### src/rtl/mips_pkg.sv
// Shared encodings for the multi-cycle MIPS control path: states, opcodes,
// Funct codes, ALU controls and datapath mux selects.
package mips_pkg;

  typedef enum logic [3:0] {
    S_FETCH,
    S_DECODE,
    S_MEMADR,
    S_MEMRD,
    S_MEMWB,
    S_MEMWR,
    S_RTYPEEX,
    S_ALUWB,
    S_BRANCH,
    S_ADDIEX,
    S_ADDIWB,
    S_JUMP
  } state_t;

  localparam logic [5:0] OP_RTYPE = 6'b000000;
  localparam logic [5:0] OP_LW    = 6'b100011;
  localparam logic [5:0] OP_SW    = 6'b101011;
  localparam logic [5:0] OP_BEQ   = 6'b000100;
  localparam logic [5:0] OP_BNE   = 6'b000101;
  localparam logic [5:0] OP_ADDI  = 6'b001000;
  localparam logic [5:0] OP_J     = 6'b000010;

  localparam logic [5:0] FN_ADD = 6'b100000;
  localparam logic [5:0] FN_SUB = 6'b100010;
  localparam logic [5:0] FN_AND = 6'b100100;
  localparam logic [5:0] FN_OR  = 6'b100101;
  localparam logic [5:0] FN_SLT = 6'b101010;

  localparam logic [2:0] ALU_ADD = 3'b010;
  localparam logic [2:0] ALU_SUB = 3'b110;
  localparam logic [2:0] ALU_AND = 3'b000;
  localparam logic [2:0] ALU_OR  = 3'b001;
  localparam logic [2:0] ALU_SLT = 3'b111;

  localparam logic [1:0] ALUOP_ADD   = 2'b00;
  localparam logic [1:0] ALUOP_SUB   = 2'b01;
  localparam logic [1:0] ALUOP_FUNCT = 2'b10;

  localparam logic [1:0] SRCB_B      = 2'b00;
  localparam logic [1:0] SRCB_FOUR   = 2'b01;
  localparam logic [1:0] SRCB_IMM    = 2'b10;
  localparam logic [1:0] SRCB_IMM_SH = 2'b11;

  localparam logic [1:0] PC_ALURES = 2'b00;
  localparam logic [1:0] PC_ALUOUT = 2'b01;
  localparam logic [1:0] PC_JUMP   = 2'b10;

endpackage

### src/rtl/main_control_fsm_if.sv
// Control/decode bundle between main_control_fsm (master) and the datapath (slave).
interface main_control_fsm_if;
  logic [5:0] Opcode;
  logic [5:0] Funct;
  logic       Zero;
  logic       IorD;
  logic       MemWrite;
  logic       IRWrite;
  logic       RegDst;
  logic       MemtoReg;
  logic       RegWrite;
  logic       ALUSrcA;
  logic [1:0] ALUSrcB;
  logic [2:0] ALUControl;
  logic [1:0] PCSrc;
  logic       PCEn;
  logic       IllegalOp;

  modport master (
    input  Opcode, Funct, Zero,
    output IorD, MemWrite, IRWrite, RegDst, MemtoReg, RegWrite,
           ALUSrcA, ALUSrcB, ALUControl, PCSrc, PCEn, IllegalOp
  );

  modport slave (
    output Opcode, Funct, Zero,
    input  IorD, MemWrite, IRWrite, RegDst, MemtoReg, RegWrite,
           ALUSrcA, ALUSrcB, ALUControl, PCSrc, PCEn, IllegalOp
  );
endinterface

### src/rtl/main_control_fsm_alu_decoder.sv
// Combinational ALU decoder: (ALUOp, Funct) -> ALUControl. Unknown Funct adds.
module alu_decoder
  import mips_pkg::*;
(
  input  logic [1:0] alu_op,
  input  logic [5:0] funct,
  output logic [2:0] alu_control
);

  always_comb begin
    alu_control = ALU_ADD;
    case (alu_op)
      ALUOP_SUB: alu_control = ALU_SUB;
      ALUOP_FUNCT: begin
        case (funct)
          FN_ADD:  alu_control = ALU_ADD;
          FN_SUB:  alu_control = ALU_SUB;
          FN_AND:  alu_control = ALU_AND;
          FN_OR:   alu_control = ALU_OR;
          FN_SLT:  alu_control = ALU_SLT;
          default: alu_control = ALU_ADD;
        endcase
      end
      default: alu_control = ALU_ADD;
    endcase
  end

endmodule

### src/rtl/main_control_fsm.sv
// Multi-cycle MIPS main control FSM with Moore control word; PCEn in BRANCH follows Zero.
// Define BNE_EN to add bne (opcode 000101) through a branch-type flag latched in DECODE.
module main_control_fsm
  import mips_pkg::*;
(
  input  logic                  CLK,
  input  logic                  RST,
  main_control_fsm_if.master    bus
);

  state_t     state_q, state_d;
  logic       pc_write, branch, branch_cond, illegal;
  logic [1:0] alu_op;

  always_ff @(posedge CLK or negedge RST) begin
    if (!RST) state_q <= S_FETCH;
    else      state_q <= state_d;
  end

`ifdef BNE_EN
  logic bne_q, bne_d;

  always_comb begin
    bne_d = bne_q;
    if (state_q == S_DECODE) bne_d = (bus.Opcode == OP_BNE);
  end

  always_ff @(posedge CLK or negedge RST) begin
    if (!RST) bne_q <= 1'b0;
    else      bne_q <= bne_d;
  end

  assign branch_cond = bne_q ? ~bus.Zero : bus.Zero;
`else
  assign branch_cond = bus.Zero;
`endif

  always_comb begin
    state_d        = S_FETCH;
    illegal        = 1'b0;
    pc_write       = 1'b0;
    branch         = 1'b0;
    alu_op         = ALUOP_ADD;
    bus.IorD       = 1'b0;
    bus.MemWrite   = 1'b0;
    bus.IRWrite    = 1'b0;
    bus.RegDst     = 1'b0;
    bus.MemtoReg   = 1'b0;
    bus.RegWrite   = 1'b0;
    bus.ALUSrcA    = 1'b0;
    bus.ALUSrcB    = SRCB_B;
    bus.PCSrc      = PC_ALURES;
    case (state_q)
      S_FETCH: begin
        bus.IRWrite = 1'b1;
        pc_write    = 1'b1;
        bus.ALUSrcB = SRCB_FOUR;
        state_d     = S_DECODE;
      end
      S_DECODE: begin
        bus.ALUSrcB = SRCB_IMM_SH;
        case (bus.Opcode)
          OP_LW, OP_SW: state_d = S_MEMADR;
          OP_RTYPE:     state_d = S_RTYPEEX;
          OP_BEQ:       state_d = S_BRANCH;
`ifdef BNE_EN
          OP_BNE:       state_d = S_BRANCH;
`endif
          OP_ADDI:      state_d = S_ADDIEX;
          OP_J:         state_d = S_JUMP;
          default: begin
            state_d = S_FETCH;
            illegal = 1'b1;
          end
        endcase
      end
      S_MEMADR: begin
        bus.ALUSrcA = 1'b1;
        bus.ALUSrcB = SRCB_IMM;
        state_d     = (bus.Opcode == OP_SW) ? S_MEMWR : S_MEMRD;
      end
      S_MEMRD: begin
        bus.IorD = 1'b1;
        state_d  = S_MEMWB;
      end
      S_MEMWB: begin
        bus.RegWrite = 1'b1;
        bus.MemtoReg = 1'b1;
      end
      S_MEMWR: begin
        bus.IorD     = 1'b1;
        bus.MemWrite = 1'b1;
      end
      S_RTYPEEX: begin
        bus.ALUSrcA = 1'b1;
        alu_op      = ALUOP_FUNCT;
        state_d     = S_ALUWB;
      end
      S_ALUWB: begin
        bus.RegDst   = 1'b1;
        bus.RegWrite = 1'b1;
      end
      S_BRANCH: begin
        bus.ALUSrcA = 1'b1;
        alu_op      = ALUOP_SUB;
        bus.PCSrc   = PC_ALUOUT;
        branch      = 1'b1;
      end
      S_ADDIEX: begin
        bus.ALUSrcA = 1'b1;
        bus.ALUSrcB = SRCB_IMM;
        state_d     = S_ADDIWB;
      end
      S_ADDIWB: bus.RegWrite = 1'b1;
      S_JUMP: begin
        bus.PCSrc = PC_JUMP;
        pc_write  = 1'b1;
      end
      default: state_d = S_FETCH;
    endcase
  end

  assign bus.PCEn      = pc_write | (branch & branch_cond);
  assign bus.IllegalOp = illegal;

  alu_decoder u_alu_decoder (
    .alu_op      (alu_op),
    .funct       (bus.Funct),
    .alu_control (bus.ALUControl)
  );

endmodule

### src/flat_wrapper.sv
// flat-port wrapper written by rule: the top's interface ports become plain ports
module main_control_fsm_flat import mips_pkg::*;
  (CLK, RST, bus_Opcode, bus_Funct, bus_Zero, bus_IorD, bus_MemWrite, bus_IRWrite, bus_RegDst, bus_MemtoReg, bus_RegWrite, bus_ALUSrcA, bus_ALUSrcB, bus_ALUControl, bus_PCSrc, bus_PCEn, bus_IllegalOp);
  main_control_fsm_if bus_i ();
  input  logic CLK;
  input  logic RST;
  input wire logic [$bits(bus_i.Opcode)-1:0] bus_Opcode;
  input wire logic [$bits(bus_i.Funct)-1:0] bus_Funct;
  input wire logic [$bits(bus_i.Zero)-1:0] bus_Zero;
  output wire logic [$bits(bus_i.IorD)-1:0] bus_IorD;
  output wire logic [$bits(bus_i.MemWrite)-1:0] bus_MemWrite;
  output wire logic [$bits(bus_i.IRWrite)-1:0] bus_IRWrite;
  output wire logic [$bits(bus_i.RegDst)-1:0] bus_RegDst;
  output wire logic [$bits(bus_i.MemtoReg)-1:0] bus_MemtoReg;
  output wire logic [$bits(bus_i.RegWrite)-1:0] bus_RegWrite;
  output wire logic [$bits(bus_i.ALUSrcA)-1:0] bus_ALUSrcA;
  output wire logic [$bits(bus_i.ALUSrcB)-1:0] bus_ALUSrcB;
  output wire logic [$bits(bus_i.ALUControl)-1:0] bus_ALUControl;
  output wire logic [$bits(bus_i.PCSrc)-1:0] bus_PCSrc;
  output wire logic [$bits(bus_i.PCEn)-1:0] bus_PCEn;
  output wire logic [$bits(bus_i.IllegalOp)-1:0] bus_IllegalOp;
  assign bus_i.Opcode = bus_Opcode;
  assign bus_i.Funct = bus_Funct;
  assign bus_i.Zero = bus_Zero;
  assign bus_IorD = bus_i.IorD;
  assign bus_MemWrite = bus_i.MemWrite;
  assign bus_IRWrite = bus_i.IRWrite;
  assign bus_RegDst = bus_i.RegDst;
  assign bus_MemtoReg = bus_i.MemtoReg;
  assign bus_RegWrite = bus_i.RegWrite;
  assign bus_ALUSrcA = bus_i.ALUSrcA;
  assign bus_ALUSrcB = bus_i.ALUSrcB;
  assign bus_ALUControl = bus_i.ALUControl;
  assign bus_PCSrc = bus_i.PCSrc;
  assign bus_PCEn = bus_i.PCEn;
  assign bus_IllegalOp = bus_i.IllegalOp;
  main_control_fsm u_core (.CLK(CLK), .RST(RST), .bus(bus_i));
endmodule
### config.mk
export PLATFORM = sky130hd
export DESIGN_NAME = main_control_fsm_flat
export DESIGN_NICKNAME = d
export VERILOG_FILES = /design/src/rtl/mips_pkg.sv /design/src/rtl/main_control_fsm_if.sv /design/src/rtl/main_control_fsm_alu_decoder.sv /design/src/rtl/main_control_fsm.sv /design/src/flat_wrapper.sv
export SDC_FILE = /design/constraint.sdc
export NUM_CORES = 1
export LEC_CHECK = 0
export CAP_MARGIN = 40
export CORE_MARGIN = 2
export CORE_UTILIZATION = 37
export CTS_CLUSTER_SIZE = 14
export DETAILED_ROUTE_END_ITERATION = 8
export PLACE_DENSITY_LB_ADDON = 0.12
export SYNTH_ARGS = -nofsm -noshare
export SYNTH_HDL_FRONTEND = slang
export SYNTH_SLANG_ARGS = --single-unit
### constraint.sdc
create_clock -name CLK -period 2.6 [get_ports CLK]
set_input_delay 0.52 -clock CLK [delete_from_list [all_inputs] [get_ports CLK]]
set_output_delay 0.52 -clock CLK [all_outputs]
set_load 0.02 [all_outputs]
==> summary.md <==
| Metric | Value |
|---|---|
| Status | `finished, final reports clean` |
| Cell area after synthesis | `541 um^2` |
| Leading registers by flop count | `u_core.state_q x4` |
| Reg clk slew, reported paths | `roughly 40 ps` |
| Worst r2r src | `u_core.state_q[2]` |
| Comb pwr share | `0.752` |
| Largest family of logic cells by synthesized area | `simple AND/OR/NAND/NOR gates` |
| Synth Area in Adders | `0.0463` |
| Gr ovfl total | `0` |
| CP max FO | `3` |
| Critical path buffers and inverters | `1` |
| Root Driver | `clkbuf_4` |
| Die area | `1780 um^2` |
| Site Rows | `13` |
| Share of cells above drive strength 1 | `0.186` |
| Worst hold margin | `487 ps` |
| Commonest non-fill, non-tap cell in the layout | `clkdlybuf4s50_1` |
| Layout fillers | `between 100 and 150` |
| Max_cap viols | `0` |
| Port bufs | `30` |
| Post-CTS setup buffer count | `0` |
| N_diodes | `0` |
| CP delay by family, top | `simple AND/OR/NAND/NOR gates` |
| Number of synthesis warnings | `0` |
| Vias in the first global route | `around 700` |
| Initial Utilization | `0.405` |
| Final setup fails | `0` |
| Max FFs per register | `4` |
| RSZ-0062 raised after global routing | `false` |
| Initial drt markers | `7` |
| Mapped Cells | `75` |
| XOR/XNOR Fraction of Synth Area | `0.0648` |
| Chip Height | `42.2 um` |
| Max Root-Sink Buffers | `2` |
| Largest register by flop count | `u_core.state_q` |
| Post-synth EDFFs | `0` |
| Final WL | `between 1500 and 2000 um` |
| Net count, final | `137` |
| Slowest-stage cell, CP | `dfrtp_1` |
| CTS sink cnt | `4` |
| Die X | `42.2 um` |
| Final Cycle Share | `0.952` |
| Most frequent cells in the layout | `clkdlybuf4s50_1, buf_4, nor2_1, nor3_1` |
| First-pass GRT wire length | `2970 um` |
| Setup crit end kind | `output port` |
| Post-Synth Simple-Gate Area | `0.454` |
| FF+latch count, synth | `4` |
| Slew margin rel. | `0.773` |
| Clk_lat worst skew | `roughly 230 ps` |
| Sw frac | `0.457` |
| Routability cong. | `0.872` |
| Cell Area, Placed | `950 um^2` |
| Leakage dissipation | `about 0.42 nW` |
| Worst-Margin Slew | `337 ps` |
| Resized cells post-CTS | `6` |
| Asr flop ratio synth | `1.00` |
| Vias post-DR | `730` |
| Final core occ | `0.735` |
| # IOs | `31` |
| Core Box Area | `roughly 1300 um^2` |
| CTS tree | `done` |
| Peak supply drop | `just under 0.5 mV` |
| Gr usage total | `0.208` |
| Sequential power share | `0.142` |
| Residual DRC | `0` |
| Synth cell types | `31` |
| Setup Crit Path Kind | `flip-flop to output port` |
| Detail Placement HPWL | `1360 um` |
| Hold Fails Final Rpt | `0` |
| Startpoint types | `flip-flop` |
| Slowest stage delay, CP | `about 370 ps` |
| Routed Antenna Nets | `0` |
| Seq/Total Area, Yosys | `0.185` |
| CTS Buf Count | `3` |
| Complex-gate fraction of the synthesized area | `0.183` |
| Reg2Reg Depth | `4` |
| Min Tclk post-route | `2470 ps` |
| Htree depth | `1` |
| Post-Syn Area per Cell | `7.21 um^2` |
| Placement Setup Slack | `-150 ps` |
| Reg-to-reg critical path endpoint | `u_core.state_q[2]` |
| TritonRoute pass-1 iters | `4` |
| Ys flop type | `dfrtp_1` |
| Wirelength per Cell | `12.7 um` |
| Reg2reg setup slack | `between 700 and 800 ps` |
| FMAX | `404 MHz` |
| Initial antenna violation count | `0` |
| Net switching power | `0.322 mW` |
| Worst Skew | `~1.9 ps` |
| Setup ws final | `between 100 and 150 ps` |
| Slew Viols, Final | `0` |
| DR vias/cell | `around 5.5` |
| Arr. time, crit path | `1950 ps` |
| Layout area overhead | `81.3%` |
| Hold Path Class | `input pin to asynchronous set/reset pin` |
| Mux cell area share after synthesis | `0.0185` |
| CP required | `between 2000 and 2500 ps` |
| Final Instance Area | `980 um^2` |
| Critical Path, Cell by Cell | `nand2b_1 > or2_2 > ha_1 > a211o_1 > dlygate4sd2_1` |
| Clock power share | `0.106` |
| PD cells | `720 nW/um^2` |
| Syn nets | `92` |
| Largest net degree at the start of global routing | `16` |
| Internal power | `roughly 0.38 mW` |
| Hold_buf cts | `0` |
worst register-to-register path, cell delays in order, from the launching register on:
cell	delay, ps
dfrtp_1	430
buf_4	190
or4b_1	520
or4b_1	510
nand3_1	100
power by group through the flow:
stage	Combinational (mW)	Clock [mW]	Sequential, mW
detailed placement	0.531	0	0.0972
global placement	0.526	0	0.0973
finish	0.530	0.0747	0.100
global route	0.578	0.0813	0.101
CTS	0.528	0.0790	0.0991
floorplan	0.288	0	0.0990
cell type report:
class | count | area, um^2 | area share
Timing Repair Buffer | 44 | 400 | 0.409
Inverter | 3 | 11.3 | 0.0115
Clock buffer | 3 | 22.5 | 0.0230
Sequential cell | 4 | 101 | 0.103
Multi-Input combinational cell | 64 | 425 | 0.434
Tap cell | 15 | 18.8 | 0.0192
layer usage:
layer	global-route usage	routed length [um]	up-vias	share of wire
li1	-	-	365	-
met1	0.285	781	343	0.46
met2	0.335	809	22	0.48
met3	0.0172	96	0	0.057
met4	0.0750	0	0	0
met5	0	0	-	0
cells by family (layout without fill, tap and decap cells):
family / count (synthesis) / in the layout
muxes: 1 / 1
DFF: 4 / 4
xor gates and xnor gates: 4 / 4
buffers and inverters: 7 / 50
AOI/OAI and AO/OA: 14 / 14
adders and majority gates: 2 / 2
and+or+nand+nor: 43 / 43
per-stage QoR:
step           cells  setup TNS (ps)  total power, mW
6_report         133               0            0.705
5_1_grt          133               0            0.761
4_1_cts          133               0            0.706
3_5_place_dp     130            -304            0.628
3_3_place_gp     130            -244            0.623
2_1_floorplan     75               0            0.387
worst max-delay path by stage:
stage,startpoint,to,cells after the start
finish,u_core.state_q[0],bus_ALUControl[1],5
global route,bus_Funct[2],bus_ALUControl[1],5
CTS,u_core.state_q[2],bus_ALUSrcB[1],4
detailed placement,bus_Opcode[5],bus_IllegalOp,5
global placement,bus_Opcode[5],bus_IllegalOp,5
floorplan,u_core.state_q[2],bus_ALUControl[1],6
synthesized netlist by cell type (all sizes together) (3+ instances only):
cell type / n / area, um^2
nand3: 3 / 15.0
nor3b: 3 / 22.5
xor2: 4 / 35.0
nor2: 8 / 30.0
nand2: 4 / 15.0
dfrtp: 4 / 100
inv: 3 / 11.3
nand2b: 4 / 25.0
nor3: 6 / 30.0
clkbuf: 4 / 15.0
Note: power is estimated with default switching activity, not from simulation.
